===== src/rtl/axi_lite_write_arbiter_pkg.sv =====
// Shared definitions for the AXI4-Lite write arbiter: FSM encoding,
// response codes and a width helper.
package axi_lite_write_arbiter_pkg;

  typedef enum logic [1:0] {
    ST_IDLE  = 2'd0,
    ST_ISSUE = 2'd1,
    ST_RESP  = 2'd2
  } state_e;

  localparam logic [1:0] RESP_OKAY   = 2'b00;
  localparam logic [1:0] RESP_SLVERR = 2'b10;
  localparam logic [1:0] RESP_DECERR = 2'b11;

  localparam int ERR_W = 16;

  // Bits needed to encode n distinct indices (n >= 2).
  function automatic int clog2(input int n);
    int r;
    r = 0;
    for (int i = 0; i < 31; i++) begin
      if ((1 << i) < n) r = i + 1;
    end
    return r;
  endfunction

endpackage


===== src/rtl/axi_lite_write_arbiter_rr_arbiter.sv =====
// Combinational round-robin select: the first request strictly after the
// last grant wins, wrapping around the request vector.
module axi_lite_write_arbiter_rr_arbiter
  import axi_lite_write_arbiter_pkg::*;
#(
  parameter int N     = 2,
  parameter int IDX_W = clog2(N)
) (
  input  logic [N-1:0]     req_i,
  input  logic [IDX_W-1:0] last_i,
  output logic [N-1:0]     gnt_oh_o,
  output logic [IDX_W-1:0] gnt_idx_o,
  output logic             gnt_valid_o
);

  logic [IDX_W-1:0] idx;

  always_comb begin
    gnt_oh_o    = '0;
    gnt_idx_o   = last_i;
    gnt_valid_o = 1'b0;
    idx         = '0;
    for (int off = 1; off <= N; off++) begin
      idx = IDX_W'((int'(last_i) + off) % N);
      if (!gnt_valid_o && req_i[idx]) begin
        gnt_valid_o   = 1'b1;
        gnt_oh_o[idx] = 1'b1;
        gnt_idx_o     = idx;
      end
    end
  end

endmodule


===== src/rtl/axi_lite_write_arbiter.sv =====
// Shares one AXI4-Lite write channel between NUM_PORTS stream command
// requesters, one transaction at a time, counting non-OKAY responses.
module axi_lite_write_arbiter
  import axi_lite_write_arbiter_pkg::*;
#(
  parameter int NUM_PORTS      = 2,
  parameter int AXI_DATA_WIDTH = 32,
  parameter int AXI_ADDR_WIDTH = 16
) (
  input  logic                                                 aclk,
  input  logic                                                 areset,
  input  logic [NUM_PORTS*(AXI_ADDR_WIDTH+AXI_DATA_WIDTH)-1:0] s_axis_tdata,
  input  logic [NUM_PORTS-1:0]                                 s_axis_tvalid,
  output logic [NUM_PORTS-1:0]                                 s_axis_tready,
  output logic [AXI_ADDR_WIDTH-1:0]                            m_axi_awaddr,
  output logic                                                 m_axi_awvalid,
  input  logic                                                 m_axi_awready,
  output logic [AXI_DATA_WIDTH-1:0]                            m_axi_wdata,
  output logic [AXI_DATA_WIDTH/8-1:0]                          m_axi_wstrb,
  output logic                                                 m_axi_wvalid,
  input  logic                                                 m_axi_wready,
  input  logic [1:0]                                           m_axi_bresp,
  input  logic                                                 m_axi_bvalid,
  output logic                                                 m_axi_bready,
  output logic [clog2(NUM_PORTS)-1:0]                          grant,
  output logic                                                 busy,
  output logic [15:0]                                          err_count
);

  // Handshakes: a transfer happens on any rising edge where valid and ready
  // are both high; valid and payload never change while valid is waiting.

  localparam int CMD_W = AXI_ADDR_WIDTH + AXI_DATA_WIDTH;
  localparam int IDX_W = clog2(NUM_PORTS);

  state_e                    state_q, state_d;
  logic [IDX_W-1:0]          grant_q, grant_d;
  logic [AXI_ADDR_WIDTH-1:0] addr_q, addr_d;
  logic [AXI_DATA_WIDTH-1:0] data_q, data_d;
  logic                      aw_done_q, aw_done_d;
  logic                      w_done_q, w_done_d;
  logic [ERR_W-1:0]          err_cnt_q, err_cnt_d;

  logic [NUM_PORTS-1:0]      arb_oh;
  logic [IDX_W-1:0]          arb_idx;
  logic                      arb_valid;
  logic [CMD_W-1:0]          sel_cmd;

  axi_lite_write_arbiter_rr_arbiter #(
    .N     (NUM_PORTS),
    .IDX_W (IDX_W)
  ) u_rr (
    .req_i       (s_axis_tvalid),
    .last_i      (grant_q),
    .gnt_oh_o    (arb_oh),
    .gnt_idx_o   (arb_idx),
    .gnt_valid_o (arb_valid)
  );

  always_comb begin
    sel_cmd = '0;
    for (int i = 0; i < NUM_PORTS; i++) begin
      if (arb_oh[i]) sel_cmd = s_axis_tdata[i*CMD_W +: CMD_W];
    end
  end

  always_ff @(posedge aclk or posedge areset) begin
    if (areset) begin
      state_q   <= ST_IDLE;
      grant_q   <= IDX_W'(NUM_PORTS - 1);
      addr_q    <= '0;
      data_q    <= '0;
      aw_done_q <= 1'b0;
      w_done_q  <= 1'b0;
      err_cnt_q <= '0;
    end else begin
      state_q   <= state_d;
      grant_q   <= grant_d;
      addr_q    <= addr_d;
      data_q    <= data_d;
      aw_done_q <= aw_done_d;
      w_done_q  <= w_done_d;
      err_cnt_q <= err_cnt_d;
    end
  end

  always_comb begin
    state_d       = state_q;
    grant_d       = grant_q;
    addr_d        = addr_q;
    data_d        = data_q;
    aw_done_d     = aw_done_q;
    w_done_d      = w_done_q;
    err_cnt_d     = err_cnt_q;
    s_axis_tready = '0;
    m_axi_awvalid = 1'b0;
    m_axi_wvalid  = 1'b0;
    m_axi_bready  = 1'b0;
    busy          = 1'b1;
    case (state_q)
      ST_IDLE: begin
        busy = 1'b0;
        // Accept in the same cycle the request is seen: tready is a pulse.
        if (arb_valid) begin
          s_axis_tready    = arb_oh;
          grant_d          = arb_idx;
          {addr_d, data_d} = sel_cmd;
          aw_done_d        = 1'b0;
          w_done_d         = 1'b0;
          state_d          = ST_ISSUE;
        end
      end
      ST_ISSUE: begin
        m_axi_awvalid = !aw_done_q;
        m_axi_wvalid  = !w_done_q;
        if (m_axi_awvalid && m_axi_awready) aw_done_d = 1'b1;
        if (m_axi_wvalid && m_axi_wready)   w_done_d  = 1'b1;
        if (aw_done_d && w_done_d) state_d = ST_RESP;
      end
      ST_RESP: begin
        m_axi_bready = 1'b1;
        if (m_axi_bvalid) begin
          if (m_axi_bresp != RESP_OKAY && err_cnt_q != {ERR_W{1'b1}}) begin
            err_cnt_d = err_cnt_q + ERR_W'(1);
          end
          state_d = ST_IDLE;
        end
      end
      default: state_d = ST_IDLE;
    endcase
  end

  assign m_axi_awaddr = addr_q;
  assign m_axi_wdata  = data_q;
  assign m_axi_wstrb  = '1;
  assign grant        = grant_q;
  assign err_count    = err_cnt_q;

endmodule


===== config.mk =====
export PLATFORM = sky130hd
export DESIGN_NAME = axi_lite_write_arbiter
export DESIGN_NICKNAME = d
export VERILOG_FILES = /design/src/rtl/axi_lite_write_arbiter_pkg.sv /design/src/rtl/axi_lite_write_arbiter_rr_arbiter.sv /design/src/rtl/axi_lite_write_arbiter.sv
export SDC_FILE = /design/constraint.sdc
export NUM_CORES = 1
export LEC_CHECK = 0
export ABC_AREA = 1
export ABC_CLOCK_PERIOD_IN_PS = 2100
export BUFFER_PORTS_ARGS = -buffer_cell sky130_fd_sc_hd__buf_2
export CAP_MARGIN = 20
export CORE_MARGIN = 2
export CORE_UTILIZATION = 43
export DETAILED_ROUTE_END_ITERATION = 10
export GPL_ROUTABILITY_DRIVEN = 1
export MAX_ROUTING_LAYER = met4
export PLACE_DENSITY = 0.78
export RECOVER_POWER = 50
export SLEW_MARGIN = 20
export SYNTH_ARGS = -nofsm -noshare
export SYNTH_HDL_FRONTEND = slang
export SYNTH_SLANG_ARGS = --single-unit

===== constraint.sdc =====
create_clock -name aclk -period 2.1 [get_ports aclk]
set_input_delay 0.42 -clock aclk [delete_from_list [all_inputs] [get_ports aclk]]
set_output_delay 0.42 -clock aclk [all_outputs]
set_load 0.02 [all_outputs]

# ---- Word-level counts from Yosys, hierarchy flattened
# Index checks and enable logic that the tools add are counted.
dict set report totals {
  input_bits 105
  elab_cells 73
  regBits 69
  output_inout_bits 75
}
dict set report classes {
  addsub 3
  n_reduce_logical 19
  magnitude_cmp 4
  bitwise_logic 1
  n_mux 33
  n_eq_ne 6
}
# cell count
set ops {}
lappend ops {{48-bit 2-to-1 mux} 2}
lappend ops {{1-bit 2-to-1 mux} 19}
lappend ops {{16-bit by 1-bit adder with 16-bit output, second input constant} 1}
lappend ops {{16-bit != test, second input constant} 1}
lappend ops {{2-bit 2-to-1 mux} 7}
lappend ops {{3-bit AND reduction} 3}
lappend ops {{1-bit logical AND} 7}
lappend ops {{2-bit != test, second input constant} 3}
lappend ops {{2-bit one-hot mux with 3 select lines} 1}
lappend ops {{2-bit nonzero test} 3}
lappend ops {{1-bit by 2-bit < comparator with 1-bit output, second input constant} 2}
lappend ops {{1-bit one-hot mux with 2 select lines} 2}
lappend ops {{2-bit AND reduction} 2}
lappend ops {{1-bit zero test} 3}
lappend ops {{1-bit adder, second input constant} 2}
lappend ops {{1-bit demux with 1-bit select} 2}
lappend ops {{2-bit by 1-bit == test with 1-bit output, second input constant} 1}
lappend ops {{2-bit == test, second input constant} 1}
lappend ops {{1-bit greater-or-equal comparator, second input constant} 2}
lappend ops {{2-bit zero test} 1}
lappend ops {{2-bit bitwise OR} 1}

# ---- Depth between registers and ports, before layout
# Gate-level depths: netlist of run 1.
dict set report logic_depth {
  depth_word 10
  ltp_mapped 9
  mapped_depth_nobuf 8
}

# ---- Hierarchy
# From an unflattened synthesis of run 1, not the netlist that was laid out.
dict set report unflattened {
  hier_cells 419
  area_unflattened_um2 3474.6
}
# module cells_each area_per_inst_um2 n_inst seq_area_each_um2
set by_module_without_submodules {}
lappend by_module_without_submodules {axi_lite_write_arbiter 410 3438.3 1 1727.9}
lappend by_module_without_submodules {axi_lite_write_arbiter_rr_arbiter 9 36.3 1 0.0}

# ---- Least setup slack after synthesis of run 1
# OpenSTA, ideal clock, no wires.
dict set report synth_path {
  kind {input to output}
  startpoint {in s_axis_tvalid[1]}
  endpoint {out s_axis_tready[1]}
  path_slack_ns 0.387
  n_path_buf 3
  cell_stages 5
  required_ns 1.680
  arrival_time_ns 1.293
  path_cell_list {buf_2 -> buf_2 -> buf_2 -> nand2_1 -> nor2_1}
}
dict set report synth_between {
  elab_chain_cells 8
  word_cells_on_any_way 13
  classes_between {mux: 10; bitwise: 1; reduce/logical: 2}
}
# item line_no
set synth_rtl {}
lappend synth_rtl {{start, declared} axi_lite_write_arbiter.sv:13} ;# input logic [NUM_PORTS-1:0] s_axis_tvalid,
lappend synth_rtl {{1-bit 2-to-1 mux (not written as such) (2 in series)} axi_lite_write_arbiter_rr_arbiter.sv:25} ;# if (!gnt_valid_o && req_i[idx]) begin
lappend synth_rtl {{1-bit 2-to-1 mux} axi_lite_write_arbiter_rr_arbiter.sv:25}
lappend synth_rtl {{1-bit zero test} axi_lite_write_arbiter_rr_arbiter.sv:25}
lappend synth_rtl {{1-bit logical AND} axi_lite_write_arbiter_rr_arbiter.sv:25}
lappend synth_rtl {{2-bit 2-to-1 mux / 1-bit 2-to-1 mux (equally long branches)} axi_lite_write_arbiter_rr_arbiter.sv:25}
lappend synth_rtl {{2-bit 2-to-1 mux (*)} axi_lite_write_arbiter.sv:104} ;# if (arb_valid) begin
lappend synth_rtl {{2-bit 2-to-1 mux (*)} axi_lite_write_arbiter.sv:100} ;# case (state_q)
lappend synth_rtl {{end, declared} axi_lite_write_arbiter.sv:14} ;# output logic [NUM_PORTS-1:0] s_axis_tready,
# Mark *: on every way between the ends. The rest lies on a longest branch, timed or not. The select of a mux whose other input is x is not followed.

# ---- Worst setup path in the final report of run 1
dict set report layout_path {
  startpoint {reg state_q[0]}
  endpoint {out s_axis_tready[0]}
}
dict set report layout_between {
  elab_chain_cells 2
}
# item line_no
set layout_rtl {}
lappend layout_rtl {{start, declared} axi_lite_write_arbiter.sv:36} ;# state_e state_q, state_d;
lappend layout_rtl {{start signal, assigned} axi_lite_write_arbiter.sv:77} ;# state_q <= state_d;
lappend layout_rtl {{2-bit zero test} axi_lite_write_arbiter.sv:100}
lappend layout_rtl {{2-bit 2-to-1 mux} axi_lite_write_arbiter.sv:100}
# Every way passes these cells.

==> results of run 1 <==
[routing by layer]
metal / vias up / wire [µm] / global-route usage (%)
met5: - / 0 / -
met4: 0 / 159 / 8.535
met3: 16 / 762 / 3.759
met2: 170 / 5079 / 37.11
met1: 1875 / 4464 / 26.81
li1: 2030 / - / -
[flip-flops by register name (all words and copies together) (netlist names)]
signal and cells:
m_axi_awaddr 16, w_done_q 1, m_axi_wdata 32, aw_done_q 1, err_count 16, grant 1, state_q 2
[final cells by class]
| type | count | area [µm²] |
|---|---|---|
| clock buffers | 13 | 148.9 |
| clock inverters | 3 | 15.01 |
| fillers | 836 | 3807 |
| inverters | 67 | 254.0 |
| multi-input cells | 388 | 1749 |
| flip-flops and latches | 69 | 1728 |
| well taps | 108 | 135.1 |
| repair buffers | 183 | 883.3 |
[cell usage in the layout (no fill, tap or decap)]
cell type / count
xnor2_1: 4
inv_2: 4
nand3_1: 55
clkbuf_2: 2
nand2_1: 224
nand3_2: 1
clkbuf_1: 37
dfstp_2: 1
xor2_1: 3
clkbuf_8: 10
dfrtp_1: 68
buf_4: 4
ha_1: 1
nand4_1: 7
nor2_4: 4
nor2_2: 2
nand2_2: 2
o22ai_1: 1
conb_1: 4
clkinvlp_2: 1
buf_2: 143
inv_1: 61
o21ai_4: 2
clkinv_2: 4
o32ai_1: 1
nand3_4: 1
o21ai_0: 51
o21ai_1: 1
o21ai_2: 1
nor2_1: 23
[cells by family after synthesis]
family                   after synthesis  share of synthesized area [%]
buffers and inverters                 99                          10.81
adder cells (fa/ha/maj)                1                         0.3226
AO/OA/AOI/OAI                         57                          7.970
AND/OR/NAND/NOR                      319                          34.66
flip-flops                            69                          44.56
other                                  1                        0.09671
XOR/XNOR                               7                          1.581
[through the flow]
step | setup slack, ns | cells
floorplan | 0.3868 | 556
global placement | 0.4197 | 815
detailed placement | 0.3413 | 815
CTS | 0.1050 | 831
global route | 0.004425 | 831
finish | 0.1186 | 831
[power by group]
group | switching (mW) | internal (mW)
combinational | 1.74 | 0.721
clock | 0.469 | 0.457
sequential | 0.337 | 1.80
[how the worst max path moves through the flow]
stage,startpoint,to,depth (start not counted)
after floorplan,s_axis_tvalid[1],s_axis_tready[1],5
after global placement,s_axis_tvalid[1],m_axi_wdata[6]$_DFFE_PP0P_,5
after detailed placement,s_axis_tvalid[1],m_axi_wdata[25]$_DFFE_PP0P_,7
after CTS,state_q[0]$_DFFE_PP0P_,s_axis_tready[0],4
after global routing,state_q[0]$_DFFE_PP0P_,s_axis_tready[0],4
final,state_q[0]$_DFFE_PP0P_,s_axis_tready[0],4
==> out/qor.csv, run 1 <==
metric,value,unit
rr_endpoint,m_axi_awaddr[2]$_DFFE_PP0P_,
synth_top_area_share,43.89,%
cts_tree,built,
holdBufCountCts,0,
rr_worst_depth,5,
fin_setup_tns,0,ns
crit_type,flop to primary output,
core-area,0.008721,mm²
yosysTopAreaCell,dfrtp_1,
cts_resized,0,
arrival,1.56,ns
hp-class,input port to flop,
period_minus_slack,1.981,ns
vias,4091,
syn-instance-count,553,
synthTopCellsByArea,"dfrtp_1, nand2_1, nand3_1",
maxSlewHeadroom,14.43,%
cpMostUsedCell,nor2_1,
drtIter0Drc,164,
yosysMostFrequentCell,nand2_1,
numCtsBuffers,9,
critPathTopFamily,simple AND/OR/NAND/NOR gates,
drtPass1Iterations,6,
critPathMaxFanout,5,
r2r_setup_slack,0.39,ns
die_area,0.009793,mm²
power_density,1124,mW/mm²
syn_area_per_cell,7.012,µm²
grt_setup_unrepaired,no,
std_cell_rows,34,
status,"finished, final reports clean",
wl_per_cell,12.59,µm
cap_violations,0,
ys.flop_type,dfrtp_1,
io_pins,180,
clk_pin_slew,0.07,ns
grt_overflow,0,
worstMarginPinSlew,1.277,ns
ys_seq_elements,69,
cp.required,1.68,ns
grt_max_degree,52,
cts.sinks,69,
synth_edf_count,0,
ys.warnings.count,0,
postCtsSetupBuffers,0,
fmax,0.5047,GHz
vdd.ir_drop.worst,0.0006492,V
clk_path_buf_depth,2,
final-max-slew-violation-count,0,
yosysSeqAreaShare,44.56,%
n_antenna_cell,0,
p_leak,2.821,nW
post-route-cell-area,0.004913,mm²
ctsHtreeMaxLevel,3,
hold_start,m_axi_bvalid,
ant_nets,0,
reg2reg_from,state_q[0]$_DFFE_PP0P_,
hold_viol_final,0,
drive_gt1_share,25.17,%
hold_path_depth,2,
finalSetupViolCount,0,
ys_async_sr_fraction,100.0,%
synth.distinct_cells,29,
cp_slowest_cell,dfrtp_1,
die-width,98.96,µm
area_growth,26.72,%
viasPerCell,4.923,
final_core_util,56.34,%
fin_hold_ws,0.3075,ns
grt_pass1_vias,3781,
whs_endpoint,state_q[1]$_DFFE_PP0P_,
antenna_found_initial,0,
dpl_cell_area,0.004817,mm²
place_congestion,0.9079,
hpwl,7818,µm
grt_usage,22.18,%
max_stage_delay,0.42,ns
fin_nets,824,
insertion_delay,0.33,ns
crit_chain,nor2_1 -> inv_1 -> nor2_1 -> buf_2,
cp-end-kind,primary output,
total_power,5.524,mW
wirelength,10470,µm
fin_skew,0.01089,ns
drc_errors,0,
grt_pass1_wl,17210,µm
fp.dieH,98.96,µm
synth_common_cells,"nand2_1, dfrtp_1, inv_1",
cts-root-buf,clkbuf_8,
startpoint_type,flop,
crit_buf_inv,2,
finalCritPeriodShare,94.35,%
initial_core_util,44.46,%
synth_area,0.003877,mm²
portBuffers,175,
(Power assumes the default switching activity.)
==> inputs of run 2 (changes only) <==
- ABC_AREA: 1 -> not set
- CORE_UTILIZATION: 43 -> 40
- PLACE_DENSITY: 0.78 -> 0.84
==> run 2 against run 1 <==
- clock skew fell by 0.0060 ns
- count of clock-buffer cells in the layout fell by 1
- cell count fell by 28%
- first-iteration DRC count fell by 14%
- combinational power rose by 14%
- non-clock buffer count did not move
- register-to-register slack got worse by 0.15 ns
- sequential share of layout area rose by 4.2 points
==> out/qor.csv, run 2 <==
metric,value,unit,change
grt_overflow,0,,unchanged
synth_edf_count,0,,unchanged
critPathMaxFanout,6,,+1
cap_violations,0,,unchanged
viasPerCell,5.170,,+5.0%
fp.dieH,93.73,µm,-5.3%
yosysMostFrequentCell,dfrtp_1,,
cp.required,1.68,ns,about the same
p_leak,2.139,nW,-24%
numCtsBuffers,9,,unchanged
hp-class,input port to asynchronous set/reset pin,,
yosysTopAreaCell,dfrtp_1,,
synth_area,0.003221,mm²,-17%
die_area,0.008785,mm²,-10%
power_density,1422,mW/mm²,+27%
n_antenna_cell,0,,unchanged
grt_setup_unrepaired,no,,
ys_seq_elements,69,,unchanged
maxSlewHeadroom,29.56,%,+15 points
r2r_setup_slack,0.24,ns,-0.15 ns
finalCritPeriodShare,89.65,%,-4.7 points
final_common_cell,buf_2,,
die-width,93.73,µm,-5.3%
cts-root-buf,clkbuf_8,,
yosysSeqAreaShare,53.65,%,+9.1 points
synth.distinct_cells,36,,+24%
fmax,0.5312,GHz,+5.2%
ctsHtreeMaxLevel,3,,unchanged
worstMarginPinSlew,1.051,ns,-0.2257 ns
crit_type,flop to primary output,,
fin_skew,0.004867,ns,-0.006024 ns
ys_async_sr_fraction,100.0,%,unchanged
clk_pin_slew,0.07,ns,about the same
cts.sinks,69,,unchanged
drtPass1Iterations,4,,-2
cts_resized,0,,unchanged
status,"finished, final reports clean",,
reg2reg_from,err_count[0]$_DFFE_PP0P_,,
synth_top_area_share,52.84,%,+9.0 points
grt_pass1_vias,2998,,-21%
arrival,1.46,ns,-0.10 ns
fin_nets,598,,-27%
drive_gt1_share,35.81,%,+11 points
grt_pass1_wl,13310,µm,-23%
place_congestion,0.9077,,about the same
synth_common_cells,"dfrtp_1, nor2_1, a21oi_1",,
final_cell_mix,"buf_2, dfrtp_1, nor2_1",,
synthTopCellsByArea,"dfrtp_1, a22oi_1, a21oi_1",,
area_growth,36.36,%,
finalSetupViolCount,0,,unchanged
drc_errors,0,,unchanged
largest_reg_flops,32,,unchanged
vias,3097,,-24%
ys.warnings.count,0,,unchanged
final_core_util,56.54,%,+0.20 points
cts_tree,built,,
final-max-slew-violation-count,0,,unchanged
n_fill_cell,720,,-14%
ant_nets,0,,unchanged
hold_viol_final,0,,unchanged
portBuffers,175,,unchanged
wirelength,8482,µm,-19%
core-area,0.007767,mm²,-11%
grt_max_degree,46,,-12%
io_pins,180,,unchanged
postCtsSetupBuffers,0,,unchanged
ys.flop_type,dfrtp_1,,
wl_per_cell,14.16,µm,+12%
syn-instance-count,322,,-42%
syn_area_per_cell,10.00,µm²,+43%
startpoint_type,flop,,
insertion_delay,0.32,ns,about the same
std_cell_rows,32,,-5.9%
initial_core_util,41.46,%,-3.0 points
clk_path_buf_depth,2,,unchanged
drtIter0Drc,141,,-14%
vdd.ir_drop.worst,0.0006840,V,+5.4%
cp-startpoint,state_q[1]$_DFFE_PP0P_,,
holdBufCountCts,0,,unchanged
grt_usage,20.05,%,-2.1 points
fin_setup_tns,0,ns,unchanged
period_minus_slack,1.883,ns,-0.09875 ns
cp-end-kind,primary output,,
hpwl,6517,µm,-17%
antenna_found_initial,0,,unchanged
-- run 2: path summary, 6_finish.rpt --
check | endpoint | cells after the start
setup reg to reg | err_count[1]$_DFFE_PP0P_ | 5
hold / removal | m_axi_awaddr[6]$_DFFE_PP0P_ | 2
min in group aclk | grant$_DFFE_PP1P_ | 2
max in group asynchronous | m_axi_wdata[17]$_DFFE_PP0P_ | 3
setup / recovery | s_axis_tready[0] | 3
hold reg to reg | err_count[12]$_DFFE_PP0P_ | 1
-- run 2: through the flow --
stage / instance area, µm² / worst slack, ns / power (mW) / instances / hold slack [ns]
after floorplan: 3236 / 0.3255 / 4.165 / 325 / 0.4850
after global placement: 4240 / 0.3491 / 5.094 / 583 / 0.4768
after detailed placement: 4240 / 0.2758 / 5.199 / 583 / 0.5016
after CTS: 4466 / 0.1704 / 6.417 / 599 / 0.1504
after global routing: 4392 / 0.05275 / 6.701 / 599 / 0.3358
final: 4392 / 0.2173 / 6.247 / 599 / 0.2810
-- run 2: logic make-up after synthesis --
kind of cell	count (synthesis)	share of synthesized area [%]
muxes	2	0.6993
DFF	69	53.65
adders and majority gates	1	0.3884
buffers and inverters	31	4.856
AOI/OAI and AO/OA	108	21.06
other	1	0.1164
and+or+nand+nor	97	15.70
xor gates and xnor gates	13	3.535
-- run 2: metal layers --
layer  wire (µm)  vias up  share of wire (%)  global-route usage [%]
met5           0        -                  0                       -
met4          77        0               0.91                   8.213
met3         641        9                7.6                   4.735
met2        4316      135                 51                   33.04
met1        3447     1457                 41                   23.75
li1            -     1496                  -                       -
-- run 2: final cells by class --
cell class | instances | area, µm² | area share (%)
clock buffers | 12 | 155.1 | 3.533
clock inverters | 4 | 70.07 | 1.595
inverters | 4 | 16.27 | 0.3704
multi-input cells | 225 | 1368 | 31.14
flip-flops and latches | 69 | 1728 | 39.34
well taps | 102 | 127.6 | 2.906
repair buffers | 183 | 927.1 | 21.11
-- run 2: worst max-delay path, stage by stage (launching register included) --
cell and delay (ns):
dfrtp_1 0.44, nor2_1 0.32, and3_1 0.22, buf_2 0.16
-- run 2: where the power goes --
part	internal, mW	switching [mW]
registers	1.90	0.350
clock network	0.731	0.466
logic	0.960	1.84
total	3.59	2.65
